$ cat src/rtl/full_adder_bist_if.sv
// Bundle between the full-adder BIST controller and its surroundings.
// master: the BIST controller (drives stimulus and status, reads responses and start).
// slave : the environment (adder under test plus requester).
//   start       request a sweep
//   a/b/carryin stimulus to the adder under test
//   sum/carryout response from the adder under test
//   busy/done   sweep status, done is a one-cycle pulse
//   pass        last completed sweep had no mismatches
//   err_count   mismatching vectors (0..8)
//   first_fail  index of the first mismatching vector
interface full_adder_bist_if;
  logic       start;
  logic       a;
  logic       b;
  logic       carryin;
  logic       sum;
  logic       carryout;
  logic       busy;
  logic       done;
  logic       pass;
  logic [3:0] err_count;
  logic [2:0] first_fail;

  modport master (
    input  start, sum, carryout,
    output a, b, carryin, busy, done, pass, err_count, first_fail
  );

  modport slave (
    output start, sum, carryout,
    input  a, b, carryin, busy, done, pass, err_count, first_fail
  );
endinterface

$ cat src/rtl/full_adder_bist.sv
// Self-test controller for a single-bit full adder. On start it sweeps the
// 8 input vectors (vec[0]=a, vec[1]=b, vec[2]=carryin), holds each for
// SETTLE_CYCLES clocks, samples sum/carryout on the last held edge and
// compares against the full-adder truth table.
// Ports:
//   clk    system clock, rising edge
//   reset  synchronous active-high reset
//   bus    full_adder_bist_if.master (start, stimulus, response, status)
// Parameter:
//   SETTLE_CYCLES  cycles each vector is held before sampling, 1..255
// Build option:
//   FULL_ADDER_BIST_STOP_ON_FAIL_EN  when defined, the sweep ends at the
//   first mismatching vector.
module full_adder_bist #(
  parameter int unsigned SETTLE_CYCLES = 4
) (
  input  logic                clk,
  input  logic                reset,
  full_adder_bist_if.master   bus
);

  typedef enum logic [1:0] {StIdle, StRun, StDone} state_e;

  localparam logic [7:0] LastCnt = 8'(SETTLE_CYCLES - 1);

  state_e     state_q, state_d;
  logic [2:0] vec_q, vec_d;
  logic [7:0] cnt_q, cnt_d;
  logic [3:0] err_q, err_d;
  logic [2:0] first_q, first_d;
  logic       pass_q, pass_d;
  logic [2:0] drv_q, drv_d;

  logic exp_sum, exp_co, mismatch, stop;

  always_comb begin
    exp_sum  = ^vec_q;
    exp_co   = (vec_q[0] & vec_q[1]) | (vec_q[0] & vec_q[2]) | (vec_q[1] & vec_q[2]);
    mismatch = (bus.sum != exp_sum) || (bus.carryout != exp_co);
  end

  always_comb begin
    state_d = state_q;
    vec_d   = vec_q;
    cnt_d   = cnt_q;
    err_d   = err_q;
    first_d = first_q;
    pass_d  = pass_q;
    stop    = 1'b0;

    unique case (state_q)
      StIdle: begin
        if (bus.start) begin
          state_d = StRun;
          vec_d   = 3'd0;
          cnt_d   = 8'd0;
          err_d   = 4'd0;
          first_d = 3'd0;
        end
      end
      StRun: begin
        cnt_d = cnt_q + 8'd1;
        if (cnt_q == LastCnt) begin
          cnt_d = 8'd0;
          vec_d = vec_q + 3'd1;
          if (mismatch) begin
            if (err_q != 4'd8) err_d = err_q + 4'd1;
            if (err_q == 4'd0) first_d = vec_q;
`ifdef FULL_ADDER_BIST_STOP_ON_FAIL_EN
            stop = 1'b1;
`else
            stop = 1'b0;
`endif
          end
          if (vec_q == 3'd7 || stop) begin
            state_d = StDone;
            // pass reflects the count including this last sample
            pass_d  = (err_d == 4'd0);
          end
        end
      end
      StDone: begin
        state_d = StIdle;
      end
      default: begin
        state_d = StIdle;
      end
    endcase

    // Stimulus is registered so the adder sees a clean vector for the whole hold.
    drv_d = (state_d == StRun) ? vec_d : 3'd0;
  end

  always_ff @(posedge clk) begin
    if (reset) begin
      state_q <= StIdle;
      vec_q   <= 3'd0;
      cnt_q   <= 8'd0;
      err_q   <= 4'd0;
      first_q <= 3'd0;
      pass_q  <= 1'b0;
      drv_q   <= 3'd0;
    end else begin
      state_q <= state_d;
      vec_q   <= vec_d;
      cnt_q   <= cnt_d;
      err_q   <= err_d;
      first_q <= first_d;
      pass_q  <= pass_d;
      drv_q   <= drv_d;
    end
  end

  assign bus.a          = drv_q[0];
  assign bus.b          = drv_q[1];
  assign bus.carryin    = drv_q[2];
  assign bus.busy       = (state_q == StRun);
  assign bus.done       = (state_q == StDone);
  assign bus.pass       = pass_q;
  assign bus.err_count  = err_q;
  assign bus.first_fail = first_q;

endmodule

$ cat src/flat_wrapper.sv
// flat-port wrapper written by rule: the top's interface ports become plain ports
module full_adder_bist_flat 
#(
  parameter int unsigned SETTLE_CYCLES = 4
)
  (clk, reset, bus_start, bus_sum, bus_carryout, bus_a, bus_b, bus_carryin, bus_busy, bus_done, bus_pass, bus_err_count, bus_first_fail);
  full_adder_bist_if bus_i ();
  input  logic clk;
  input  logic reset;
  input wire logic [$bits(bus_i.start)-1:0] bus_start;
  input wire logic [$bits(bus_i.sum)-1:0] bus_sum;
  input wire logic [$bits(bus_i.carryout)-1:0] bus_carryout;
  output wire logic [$bits(bus_i.a)-1:0] bus_a;
  output wire logic [$bits(bus_i.b)-1:0] bus_b;
  output wire logic [$bits(bus_i.carryin)-1:0] bus_carryin;
  output wire logic [$bits(bus_i.busy)-1:0] bus_busy;
  output wire logic [$bits(bus_i.done)-1:0] bus_done;
  output wire logic [$bits(bus_i.pass)-1:0] bus_pass;
  output wire logic [$bits(bus_i.err_count)-1:0] bus_err_count;
  output wire logic [$bits(bus_i.first_fail)-1:0] bus_first_fail;
  assign bus_i.start = bus_start;
  assign bus_i.sum = bus_sum;
  assign bus_i.carryout = bus_carryout;
  assign bus_a = bus_i.a;
  assign bus_b = bus_i.b;
  assign bus_carryin = bus_i.carryin;
  assign bus_busy = bus_i.busy;
  assign bus_done = bus_i.done;
  assign bus_pass = bus_i.pass;
  assign bus_err_count = bus_i.err_count;
  assign bus_first_fail = bus_i.first_fail;
  full_adder_bist #(.SETTLE_CYCLES(SETTLE_CYCLES)) u_core (.clk(clk), .reset(reset), .bus(bus_i));
endmodule
$ cat config.mk
export PLATFORM = sky130hd
export DESIGN_NAME = full_adder_bist_flat
export DESIGN_NICKNAME = d
export VERILOG_FILES = /design/src/rtl/full_adder_bist_if.sv /design/src/rtl/full_adder_bist.sv /design/src/flat_wrapper.sv
export SDC_FILE = /design/constraint.sdc
export NUM_CORES = 1
export LEC_CHECK = 0
export CAP_MARGIN = 20
export CORE_ASPECT_RATIO = 2
export CORE_MARGIN = 2
export CORE_UTILIZATION = 35
export CTS_BUF_LIST = sky130_fd_sc_hd__clkbuf_4 sky130_fd_sc_hd__clkbuf_8 sky130_fd_sc_hd__clkbuf_16
export DETAILED_ROUTE_END_ITERATION = 7
export MAX_ROUTING_LAYER = met4
export PLACE_DENSITY_LB_ADDON = 0.25
export RECOVER_POWER = 100
export SYNTH_ARGS = -nofsm -noshare
export SYNTH_HDL_FRONTEND = slang
export SYNTH_SLANG_ARGS = --single-unit
$ cat constraint.sdc
create_clock -name clk -period 2.7 [get_ports clk]
set_input_delay 0.27 -clock clk [delete_from_list [all_inputs] [get_ports clk]]
set_output_delay 0.27 -clock clk [all_outputs]
set_load 0.02 [all_outputs]
==> results.md <==
- Status: complete, no violations
- Period utilization: 0.868
- Synthesized net count: 156
- Routed Antenna Nets: 0
- GPL Wtd Cong: 0.857
- CTS Buffer Depth: 2
- Critical Path Fanout Max: 6
- Critical path required time: 2870 ps
- Final setup fails: 0
- H-tree depth: 1
- GR met1 Demand/Resource: 0.173
- Commonest non-fill, non-tap cell in the layout: dfxtp_1
- Global Route Usage Sum: 0.176
- Met2 usage: 0.318
- DRT Pass-1 Iters: 4
- Hold buffers post-CTS: 0
- Worst-path clk slew: 90 ps
- GR peak layer: met2
- Worst path cell trace: ha_1, or4b_1, o21ai_0, a21o_1, o21ai_0, a32o_1
- CTS Buf Count: 3
- Sequential-to-total area share from yosys stat: 0.390
- Hold crit path type: reg -> reg
- Slew Limit Headroom: 0.729
- Area leader, netlist: dfxtp_1
- Synth Register Bits: 24
- Core Area: 3380 sq um
- Die ar.: 4040 sq um
- WP buf/inv: 0
- Area after DPL: 1440 sq um
- Met3 usage in global routing: 0.0186
- Crit path top cell by count: o21ai_0
- Yosys top cell area share: 0.390
- Worst Skew: 3.38 ps
- Post-synth top flop: dfxtp_1
- Synth area leaders: dfxtp_1 39%, nor2_1 6.4%, ha_1 5.1%
- Most frequent cells in the layout: 24 x dfxtp_1, 21 x nor2_1, 13 x nand2_1, 13 x dlygate4sd3_1, 9 x a21oi_1
- Post-CTS Setup Bufs: 0
- Post-synthesis cell area: 1230 sq um
- Post-DR vias/cell: 5.78
- FP Rows: 30
- Total number of vias: 1,139
- Cells after synthesis: 145
- CP peak stage delay: 550 ps
- Max capacitance violation total: 0
- Finished Cell Area: 1510 sq um
- Die height: 87.9 microns
- P&R area growth vs syn: 22.8%
- Yosys cell types: 42
- RSZ-0062 raised after global routing: no
- Layout fillers: 352
- Clock Tree Root: clkbuf_8
- Fmax: 427 MHz
- I/O pins: 18
- Fin. max-slew vios: 0
- Power per standard cell area: 484 nW/um^2
- Post-CTS resize count: 0
- Final nets: 177
- Hpwl dp: 2430 microns
- Clock sink count: 24
- CP max stage cell: or4b_1
- Sum Neg Setup Slack: 0 ps
- Detailed Route WL: 3020 microns
- Post-synth EDFFs: 0
- Congestion Overflow GR: 0
- Min cycle time layout: 2340 ps
- Hold Violations, Final: 0
- CP top delay family: compound AO/OA/AOI/OAI gates
- DRC: 0
- Worst-Margin Slew: 405 ps
- Global-route wire length before repair: 5010 microns
- Routed len/inst: 15.3 microns
- Worst vdd ir: 0.000471 V
- YS warnings: 0
- CP Launch Type: flip-flop
- ANT cells: 0
- Vias in the first global route: 1,103
- Async S/R FF share, synth: 0
- Largest net degree at the start of global routing: 15
- PortBufs: 17
- Initial antenna violation count: 0
- CTS tree: done
- CP arrival: 2520 ps
- Initial Utilization: 0.364
- Leakage: 0.579 nW
- Die W: 45.9 microns
- Hold_ws: 490 ps
- Share of layout cells above drive strength 1: 0.0667
- Clk_lat worst skew: 270 ps
- Avg Cell Area, Syn: 8.49 sq um
- Crit end category: flip-flop
- 1st-iter DRT viols: 45
- Setup CP Type: reg -> reg
==> path summary, 6_finish.rpt <==
kind	from	endpoint	slack, ps	cells past startpoint
max reg2reg	u_core.cnt_q[0]	u_core.bus.err_count[1]	360	6
min reg2reg	u_core.vec_q[1]	u_core.drv_q[1]	490	2
max	u_core.cnt_q[0]	u_core.bus.err_count[1]	360	6
min	u_core.vec_q[1]	u_core.drv_q[1]	490	2
==> synth_stat cells (2+ instances only) <==
cell type,n
a31oi_1,2
nand2_1,13
dfxtp_1,24
a311oi_1,2
nand4_1,7
clkbuf_1,2
xor2_1,6
nor2b_1,2
nor3_1,2
a21oi_1,9
nand2b_1,3
nor2_1,21
inv_1,5
nand3_1,3
ha_1,5
mux2i_1,3
or3_1,3
o21ai_1,7
o21ai_0,3
==> through the flow <==
step,utilization,worst slack [ps],cells,total power (W)
5_1_grt,0.447,179,197,0.000761
4_1_cts,0.449,437,197,0.000739
3_3_place_gp,0.427,508,193,0.000421
6_report,0.447,357,197,0.000731
3_5_place_dp,0.427,458,193,0.000422
2_1_floorplan,-,717,145,0.000402
==> worst register-to-register path: cells and delay by family, from the launching register on <==
family                     cells  cell delay (ps)
and+or+nand+nor                1              560
adders and majority gates      1              270
DFF                            1              420
AOI/OAI and AO/OA              4             1000
==> sequential cells by signal, indices dropped and copies added, names as in the netlist <==
| name | count |
|---|---|
| u_core.state_q | 2 |
| u_core.bus.first_fail | 3 |
| u_core.drv_q | 3 |
| u_core.cnt_q | 8 |
| u_core.bus.pass | 1 |
| u_core.bus.err_count | 4 |
| u_core.vec_q | 3 |
==> cells by family (layout without fill, tap and decap cells) <==
kind of cell             count (synthesis)  count (layout)  share of synthesized area
adder cells (fa/ha/maj)                  6               6                     0.0671
flip-flops                              24              24                      0.390
buffers and inverters                    9              29                     0.0285
multiplexers                             3               3                     0.0244
AND/OR/NAND/NOR                         64              64                      0.270
XOR/XNOR                                 6               6                     0.0427
AO/OA/AOI/OAI                           33              33                      0.177
==> cell type report <==
cell class	instances	area [sq um]	share of cell area
Clock inverter	1	30.0	0.0199
Tap cell	32	40.0	0.0265
Clock buffer	3	41.3	0.0273
Sequential cell	24	480	0.318
Inverter	6	22.5	0.0149
Timing Repair Buffer	19	185	0.123
Multi-Input combinational cell	112	712	0.471
==> per-layer routing <==
layer | share of wire | vias up
met3 | 0.019 | 7
met1 | 0.37 | 552
li1 | - | 565
met5 | 0 | -
met4 | 0.026 | 0
met2 | 0.59 | 15
==> where the power goes <==
part	internal, W	total, W	leakage [nW]	switching, W
combinational	0.0000208	0.0000519	0.349	0.0000311
sequential	0.000357	0.000361	0.194	0.00000410
clock	0.000199	0.000318	0.0357	0.000120
total	0.000576	0.000731	0.579	0.000155
Power figures use the tool's default switching activity.
